File: config.mk
export PLATFORM = sky130hd
export DESIGN_NAME = fetch_ctrl
export DESIGN_NICKNAME = d
export VERILOG_FILES = /design/src/rtl/fetch_pkg.sv /design/src/rtl/fetch_buf.sv /design/src/rtl/fetch_ctrl.sv
export SDC_FILE = /design/constraint.sdc
export NUM_CORES = 1
export LEC_CHECK = 0
export ABC_AREA = 0
export CORE_MARGIN = 4
export CORE_UTILIZATION = 54
export CTS_BUF_LIST = sky130_fd_sc_hd__clkbuf_8
export CTS_CLUSTER_DIAMETER = 50
export DETAILED_ROUTE_END_ITERATION = 10
export PLACE_DENSITY = 0.86
export SLEW_MARGIN = 20
export SYNTH_ARGS = -nofsm -noshare
export SYNTH_HDL_FRONTEND = slang
export SYNTH_SLANG_ARGS = --single-unit
File: constraint.sdc
create_clock -name clk -period 6.4 [get_ports clk]
set_input_delay 0.64 -clock clk [delete_from_list [all_inputs] [get_ports clk]]
set_output_delay 0.64 -clock clk [all_outputs]
set_load 0.02 [all_outputs]
File: src/rtl/fetch_pkg.sv
// Shared types and constants for the instruction fetch controller.
// Holds FSM encoding, buffer depth, default reset PC and instruction width.
package fetch_pkg;

  localparam int          INSTR_W          = 32;
  localparam int          BUF_DEPTH        = 2;
  localparam int          CNT_W            = 2;
  localparam logic [31:0] DEFAULT_RESET_PC = 32'h0000_0000;

  typedef enum logic [1:0] {
    ST_BOOT   = 2'd0,
    ST_RUN    = 2'd1,
    ST_HALTED = 2'd2
  } fetch_state_e;

  typedef struct packed {
    logic [31:0]        pc;
    logic [INSTR_W-1:0] instr;
  } buf_entry_t;

endpackage

File: src/rtl/fetch_buf.sv
// 2-entry {pc, instr} FIFO: push visible at head next cycle, push+pop when full keeps both.
// Push while full without pop and pop while empty are ignored; flush empties it at the edge.
module fetch_buf
  import fetch_pkg::*;
(
  input  logic             clk,
  input  logic             rst,
  input  logic             push,
  input  logic             pop,
  input  logic             flush,
  input  buf_entry_t       push_dat,
  output buf_entry_t       head_dat,
  output logic [CNT_W-1:0] count
);

  buf_entry_t       ent0_q, ent0_d;
  buf_entry_t       ent1_q, ent1_d;
  logic [CNT_W-1:0] count_q, count_d;
  logic             pop_en;
  logic             push_en;
  logic [CNT_W-1:0] count_after_pop;

  always_comb begin
    ent0_d          = ent0_q;
    ent1_d          = ent1_q;
    count_d         = count_q;
    pop_en          = pop && (count_q != '0);
    push_en         = push && ((count_q != CNT_W'(BUF_DEPTH)) || pop_en);
    count_after_pop = count_q - CNT_W'(pop_en);
    if (flush) begin
      count_d = '0;
    end else begin
      if (pop_en) begin
        ent0_d = ent1_q;
      end
      // new entry lands in the first free slot after the head has shifted
      if (push_en) begin
        if (count_after_pop == '0) begin
          ent0_d = push_dat;
        end else begin
          ent1_d = push_dat;
        end
      end
      count_d = count_after_pop + CNT_W'(push_en);
    end
  end

  always_ff @(posedge clk) begin
    if (rst) begin
      ent0_q  <= '0;
      ent1_q  <= '0;
      count_q <= '0;
    end else begin
      ent0_q  <= ent0_d;
      ent1_q  <= ent1_d;
      count_q <= count_d;
    end
  end

  assign head_dat = (count_q != '0) ? ent0_q : '0;
  assign count    = count_q;

endmodule

File: src/rtl/fetch_ctrl.sv
// Fetch controller: BOOT/RUN/HALTED FSM, fetch_pc, 2-entry buffer; 1-cycle fetch-to-valid, out_ready pops.
// Redirect flushes and wins over push/pop/halt; optional counters under FETCH_CTRL_PERF_EN.
module fetch_ctrl
  import fetch_pkg::*;
#(
  parameter logic [31:0] RESET_PC = DEFAULT_RESET_PC
) (
  input  logic               clk,
  input  logic               rst,
  output logic [31:0]        imem_addr,
  input  logic [INSTR_W-1:0] imem_instr,
  input  logic               redirect_valid,
  input  logic [31:0]        redirect_pc,
  input  logic               halt,
  output logic               out_valid,
  input  logic               out_ready,
  output logic [31:0]        out_pc,
  output logic [INSTR_W-1:0] out_instr,
  output logic [31:0]        perf_stall_cnt,
  output logic [31:0]        perf_redirect_cnt
);

  fetch_state_e     state_q, state_d;
  logic [31:0]      fetch_pc_q, fetch_pc_d;
  logic [CNT_W-1:0] buf_count;
  buf_entry_t       head;
  buf_entry_t       push_dat;
  logic             pop_en;
  logic             push_en;
  logic             buf_full;
  logic             unused_redirect_lsb;

  assign unused_redirect_lsb = ^redirect_pc[1:0];
  assign buf_full  = (buf_count == CNT_W'(BUF_DEPTH));
  assign out_valid = (buf_count != '0);
  assign out_pc    = head.pc;
  assign out_instr = head.instr;
  assign imem_addr = fetch_pc_q;
  assign pop_en    = out_valid && out_ready && !redirect_valid;
  assign push_dat  = '{pc: fetch_pc_q, instr: imem_instr};

  always_comb begin
    state_d    = state_q;
    fetch_pc_d = fetch_pc_q;
    push_en    = 1'b0;
    // a redirect cycle only reloads the PC; the state holds
    if (redirect_valid) begin
      fetch_pc_d = {redirect_pc[31:2], 2'b00};
    end else begin
      case (state_q)
        ST_BOOT: state_d = halt ? ST_HALTED : ST_RUN;
        ST_RUN: begin
          push_en = !buf_full || pop_en;
          if (push_en) begin
            fetch_pc_d = fetch_pc_q + 32'd4;
          end
          if (halt) begin
            state_d = ST_HALTED;
          end
        end
        ST_HALTED: begin
          if (!halt) begin
            state_d = ST_RUN;
          end
        end
        default: state_d = ST_BOOT;
      endcase
    end
  end

  always_ff @(posedge clk) begin
    if (rst) begin
      state_q    <= ST_BOOT;
      fetch_pc_q <= RESET_PC;
    end else begin
      state_q    <= state_d;
      fetch_pc_q <= fetch_pc_d;
    end
  end

  fetch_buf u_buf (
    .clk      (clk),
    .rst      (rst),
    .push     (push_en),
    .pop      (pop_en),
    .flush    (redirect_valid),
    .push_dat (push_dat),
    .head_dat (head),
    .count    (buf_count)
  );

`ifdef FETCH_CTRL_PERF_EN
  logic [31:0] stall_cnt_q, stall_cnt_d;
  logic [31:0] redir_cnt_q, redir_cnt_d;

  always_comb begin
    stall_cnt_d = stall_cnt_q;
    redir_cnt_d = redir_cnt_q;
    if ((state_q == ST_RUN) && buf_full && !pop_en) begin
      stall_cnt_d = stall_cnt_q + 32'd1;
    end
    if (redirect_valid) begin
      redir_cnt_d = redir_cnt_q + 32'd1;
    end
  end

  always_ff @(posedge clk) begin
    if (rst) begin
      stall_cnt_q <= '0;
      redir_cnt_q <= '0;
    end else begin
      stall_cnt_q <= stall_cnt_d;
      redir_cnt_q <= redir_cnt_d;
    end
  end

  assign perf_stall_cnt    = stall_cnt_q;
  assign perf_redirect_cnt = redir_cnt_q;
`else
  assign perf_stall_cnt    = '0;
  assign perf_redirect_cnt = '0;
`endif

endmodule

==> flow_summary.json, run 1 <==
{
  "dr.pass1.iters": 5,
  "grt_pass1_vias": 6202,
  "routedWlPerCell_um": 15.4,
  "synth-main-ff-cell": "dfxtp_1",
  "hpwl_um": 12600,
  "nNetsFinal": 1132,
  "p_clk_share_pct": 38.6,
  "critPathSlowestCell": "or3_4",
  "synth-seq-cells": 160,
  "power.switching_uw": 533,
  "port_buffers": 161,
  "min_period_over_period_pct": 60.3,
  "holdWs_ns": 0.469,
  "slew_violations": 0,
  "wl_met1_um": 8240,
  "cp.arrival_ns": 4.18,
  "grt_pass1_wl_um": 30400,
  "routed_wl_um": 19400,
  "status": "finished, final reports clean",
  "clk_latency_ns": 0.44,
  "cts_tree": "done",
  "max_stage_delay_ns": 0.75,
  "slew-limit-headroom_pct": 34.0,
  "top_layer": "met5",
  "critPathLaunchType": "primary input",
  "core_um2": 14600,
  "cts_resized": 0,
  "crit_buf_inv": 3,
  "cts_sinks": 160,
  "yosysSeqAreaShare_pct": 39.5,
  "drive_above_1_share_pct": 8.29,
  "synth_area_leader_cell": "dfxtp_1",
  "hold_viol": 0,
  "worstHoldStart": "u_buf.ent1_q[24]",
  "gp_congestion": 0.793,
  "num_vias": 6668,
  "grt-ovfl-total": 0,
  "clk_path_buf_depth": 2,
  "root_buffer": "clkbuf_8",
  "synth_cells": 942,
  "synth_top_area_share_pct": 39.5,
  "netlist_top_cells_area": "dfxtp_1 40%, mux2i_1 8.4%, a311oi_2 7.4%",
  "grt_max_degree": 95,
  "startpoint": "redirect_valid",
  "cts_hold_buffers": 0,
  "viasPerCell": 5.30,
  "post_synth.cell_area_avg_um2": 8.60,
  "yosys_warnings": 0,
  "max_freq_mhz": 259,
  "ys_top_cells_by_count": "160 x dfxtp_1, 142 x nand2_1, 139 x nor2_1",
  "pwr-share-comb_pct": 11.2,
  "synth_edf_count": 0,
  "antenna_found_initial": 3,
  "setup_tns_ns": 0,
  "area_growth_pct": 21.6,
  "htree_levels": 4,
  "cts_buffers": 17,
  "crit_chain": "buf_2, nor2b_1, nand2_2, inv_2, ha_1, xnor2_1, nand2_1, or3_4, buf_4, nor2_1, a311oi_1",
  "finalSetupViolCount": 0,
  "intPower_mw": 1.58,
  "crit_family": "simple AND/OR/NAND/NOR gates",
  "path_class": "in -> reg",
  "cap_violations": 0,
  "crit_required_ns": 6.73,
  "dieArea_um2": 17000,
  "syn_area_um2": 8100,
  "met2_length_um": 9490,
  "hp-class": "reg -> reg",
  "clk_pin_slew_ns": 0.08,
  "postCtsSetupBuffers": 0,
  "p_leak_nw": 4.17,
  "met3_length_um": 1150,
  "initial_utilization_pct": 55.3,
  "ant_nets": 0,
  "p_sw_share_pct": 25.2,
  "rows": 44,
  "ir_worst_vdd_uv": 140,
  "yosysMostFrequentCell": "dfxtp_1",
  "tightest_slew_ns": 0.991,
  "synth.distinct_cells": 46,
  "pwr-share-seq_pct": 50.2,
  "drtIter0Drc": 439,
  "ios": 230,
  "clock_skew_ns": 0.0117,
  "end_kind": "flop",
  "drc": 0,
  "gr-usage-all-layers_pct": 22.2,
  "period_minus_slack_ns": 3.86,
  "critPathMaxFanout": 73,
  "reg2reg_from": "u_buf.count[1]",
  "dieHeight_um": 131,
  "die_w_um": 131,
  "p_per_area_nw_per_um2": 214,
  "grt_setup_unrepaired": "false",
  "ys_async_sr_fraction_pct": 0
}
[final cells by class]
class                      instances  area, um^2
clock inverter                    12         166
sequential                       160        3200
tap                              184         230
timing repair buffer             168        1660
fill                            1159        4790
clock buffer                      20         275
multi-input combinational        687        4220
inverter                          26        97.6
antenna                            1        2.50
[power groups by stage]
stage	Clock [mW]	Sequential [mW]	Combinational (mW)
2_1_floorplan	0	1.09	0.167
3_3_place_gp	0	1.08	0.231
3_5_place_dp	0	1.08	0.236
4_1_cts	0.826	1.06	0.237
5_1_grt	0.871	1.06	0.258
6_report	0.815	1.06	0.238
[flip-flops by register name (all words and copies together) (netlist names)]
signal        cells
u_buf.ent0_q     64
u_buf.ent1_q     62
imem_addr        30
state_q           2
u_buf.count       2
[worst min-delay path, cell delays in order (launching register included)]
cell	delay, ns
dfxtp_1	0.31
nand2_1	0.05
a311oi_1	0.07
[layer usage]
metal | up-vias | track usage (%)
met5 | - | 0
met4 | 4 | 8.23
met3 | 39 | 4.96
met2 | 214 | 36.9
met1 | 3127 | 28.3
li1 | 3284 | -
[through the flow]
step                      power [mW]  cell area [um^2]  instances  worst slack, ns  utilization [%]
after floorplan                 1.25              8350       1007             3.48                -
after CTS                       2.12              9850       1257             2.57             67.3
final                           2.11              9860       1258             2.54             67.3
after global routing            2.19              9860       1258             2.15             67.3
after detailed placement        1.32              9410       1225             2.12             64.3
after global placement          1.31              9410       1225             2.28             64.3
[worst paths after layout]
path                            cells after the start  slack [ns]               end
worst max register to register                     10        2.98   u_buf.ent0_q[6]
worst max-delay path                               11        2.54   u_buf.ent0_q[6]
worst min-delay path                                2        0.47  u_buf.ent0_q[24]
worst min register to register                      2        0.47  u_buf.ent0_q[24]
[cells in the final DEF, fill, tap and decap left out, drive strengths merged, types with 3 or more instances in the layout]
cell type	count
nor4	12
nor2	139
and2	66
buf	9
mux2i	68
nor3	13
xor2	10
nor2b	3
o21a	17
conb	66
and3	6
inv	29
clkinv	4
o211ai	4
nand3	5
o21ai	9
dfxtp	160
nand2	142
bufinv	4
a311oi	62
xnor2	15
clkdlybuf4s50	159
nand4	7
and4	4
clkbuf	20
ha	3
a21oi	19
[logic make-up after synthesis]
family	synth area share, %
xor gates and xnor gates	2.70
DFF	39.5
buffers and inverters	11.5
AOI/OAI and AO/OA	14.2
other	0.0463
muxes	8.54
and+or+nand+nor	23.0
adders and majority gates	0.463
Power figures use the tool's default switching activity.
==> run 2: changes to the inputs <==
--- a/config.mk
+++ b/config.mk
@@ -7,11 +7,11 @@
 export LEC_CHECK = 0
 export ABC_AREA = 0
 export CORE_MARGIN = 4
-export CORE_UTILIZATION = 54
+export CORE_UTILIZATION = 45
 export CTS_BUF_LIST = sky130_fd_sc_hd__clkbuf_8
 export CTS_CLUSTER_DIAMETER = 50
 export DETAILED_ROUTE_END_ITERATION = 10
-export PLACE_DENSITY = 0.86
+export PLACE_DENSITY = 0.76
 export SLEW_MARGIN = 20
 export SYNTH_ARGS = -nofsm -noshare
 export SYNTH_HDL_FRONTEND = slang
==> constraint.sdc (replaced) <==
create_clock -name clk -period 3.4 [get_ports clk]
set_input_delay 0.34 -clock clk [delete_from_list [all_inputs] [get_ports clk]]
set_output_delay 0.34 -clock clk [all_outputs]
set_load 0.02 [all_outputs]
==> flow_summary.json, run 2 (synthesized netlist as in run 1, its figures left out) <==
{
  "port_buffers": 161,
  "dieArea_um2": 20200,
  "max_freq_mhz": 370,
  "setup_ws_ns": 0.694,
  "clk_latency_ns": 0.46,
  "num_vias": 6692,
  "area_growth_pct": 22.0,
  "gp_congestion": 0.759,
  "clk_path_buf_depth": 2,
  "path_class": "reg -> out",
  "slew_violations": 0,
  "status": "finished, final reports clean",
  "holdWs_ns": 0.317,
  "drc": 0,
  "min_period_over_period_pct": 79.6,
  "hold_depth": 2,
  "grt-ovfl-total": 0,
  "cts_hold_buffers": 0,
  "cts_tree": "done",
  "postCtsSetupBuffers": 0,
  "reg2reg_depth": 10,
  "htree_levels": 4,
  "largest_register_ffs": 64,
  "antenna_found_initial": 0,
  "crit_required_ns": 3.06,
  "viasPerCell": 5.13,
  "pre_cts_ws_ns": 0.532,
  "cts_sinks": 160,
  "drtIter0Drc": 441,
  "gr-usage-all-layers_pct": 19.1,
  "nNetsFinal": 1138,
  "critPathLaunchType": "flop",
  "initial_utilization_pct": 46.4,
  "p_leak_nw": 4.15,
  "timing.rr.end": "u_buf.ent0_q[36]",
  "clock_skew_ns": 0.0176,
  "root_buffer": "clkbuf_8",
  "core_um2": 17500,
  "cts_resized": 0,
  "ant_nets": 0,
  "hold_viol": 0,
  "ios": 230,
  "antenna_cells": 0,
  "ir_worst_vdd_uv": 258,
  "min_to": "u_buf.ent1_q[48]",
  "period_minus_slack_ns": 2.71,
  "die_w_um": 142,
  "largest-register": "u_buf.ent0_q",
  "grt_pass1_vias": 6144,
  "grt_setup_unrepaired": "false",
  "slew-limit-headroom_pct": 41.4,
  "worstHoldStart": "rst",
  "reg2reg_slack_ns": 0.88,
  "cp.arrival_ns": 2.37,
  "critPathMaxFanout": 65,
  "rows": 48,
  "dr.pass1.iters": 5,
  "clk_pin_slew_ns": 0.09,
  "final_common_cell": "dfxtp_1",
  "fin_area_um2": 9890,
  "cts_buffers": 17,
  "finalSetupViolCount": 0,
  "tightest_slew_ns": 0.873,
  "hp-class": "in -> reg",
  "reg2reg_from": "u_buf.count[1]",
  "drive_above_1_share_pct": 8.90,
  "routedWlPerCell_um": 15.1,
  "placed_area_um2": 9530,
  "end_kind": "output port",
  "dieHeight_um": 142,
  "cap_violations": 0,
  "layout_common_cells": "160 x dfxtp_1, 159 x clkdlybuf4s50_1, 141 x nand2_1",
  "grt_pass1_wl_um": 31400,
  "p_per_area_nw_per_um2": 378,
  "setup_tns_ns": 0,
  "grt_max_degree": 77,
  "hpwl_um": 12600,
  "routed_wl_um": 19700
}
==> run 2: changes by cell type in the layout (fill, tap and decap cells not counted), sizes merged, moves of 3 or more <==
| cell | delta |
|---|---|
| clkinvlp | +4 |
| bufinv | -3 |
| buf | +6 |
| clkbuf | -3 |
==> run 2: critical path: stages, from the launching register on <==
cell and delay [ns]:
dfxtp_1 0.38, or2_2 0.15, buf_4 0.52, and2_1 0.24
clkdlybuf4s50_1 0.61
==> run 2: worst max-delay path by stage <==
stage / from / end / slack (ns) / cells past startpoint
after detailed placement: out_ready / u_buf.ent0_q[15] / 0.53 / 11
after CTS: u_buf.count[1] / out_instr[16] / 0.63 / 4
after floorplan: out_ready / u_buf.ent0_q[30] / 0.78 / 13
after global routing: u_buf.count[1] / out_instr[16] / 0.51 / 4
final: u_buf.count[1] / out_instr[16] / 0.69 / 4
after global placement: out_ready / u_buf.ent0_q[28] / 0.62 / 11
==> run 2: area by class of cell <==
cell class	instances	area [um^2]
well taps	225	282
clock inverters	15	121
clock buffers	17	234
flip-flops and latches	160	3200
multi-input cells	687	4220
fillers	1586	7590
repair buffers	174	1730
inverters	26	97.6
==> run 2: metrics by stage <==
step | power (mW) | cells | utilization, %
global placement | 2.48 | 1272 | 54.5
CTS | 3.78 | 1304 | 56.6
finish | 3.74 | 1304 | 56.6
floorplan | 2.36 | 1007 | -
detailed placement | 2.49 | 1272 | 54.5
global route | 3.91 | 1304 | 56.6
==> run 2: report_power, final <==
group,total (mW),leakage [nW],internal (mW),switching (mW)
sequential,1.99,1.30,1.93,0.0640
combinational,0.452,2.68,0.193,0.259
clock,1.29,0.177,0.571,0.722
==> run 2: per-layer routing <==
| layer | vias up | wire length (um) | global-route usage [%] |
|---|---|---|---|
| li1 | 3285 | - | - |
| met1 | 3206 | 8840 | 26.0 |
| met2 | 189 | 9470 | 30.5 |
| met3 | 12 | 1230 | 4.97 |
| met4 | 0 | 172 | 4.49 |
| met5 | - | 0 | 0 |
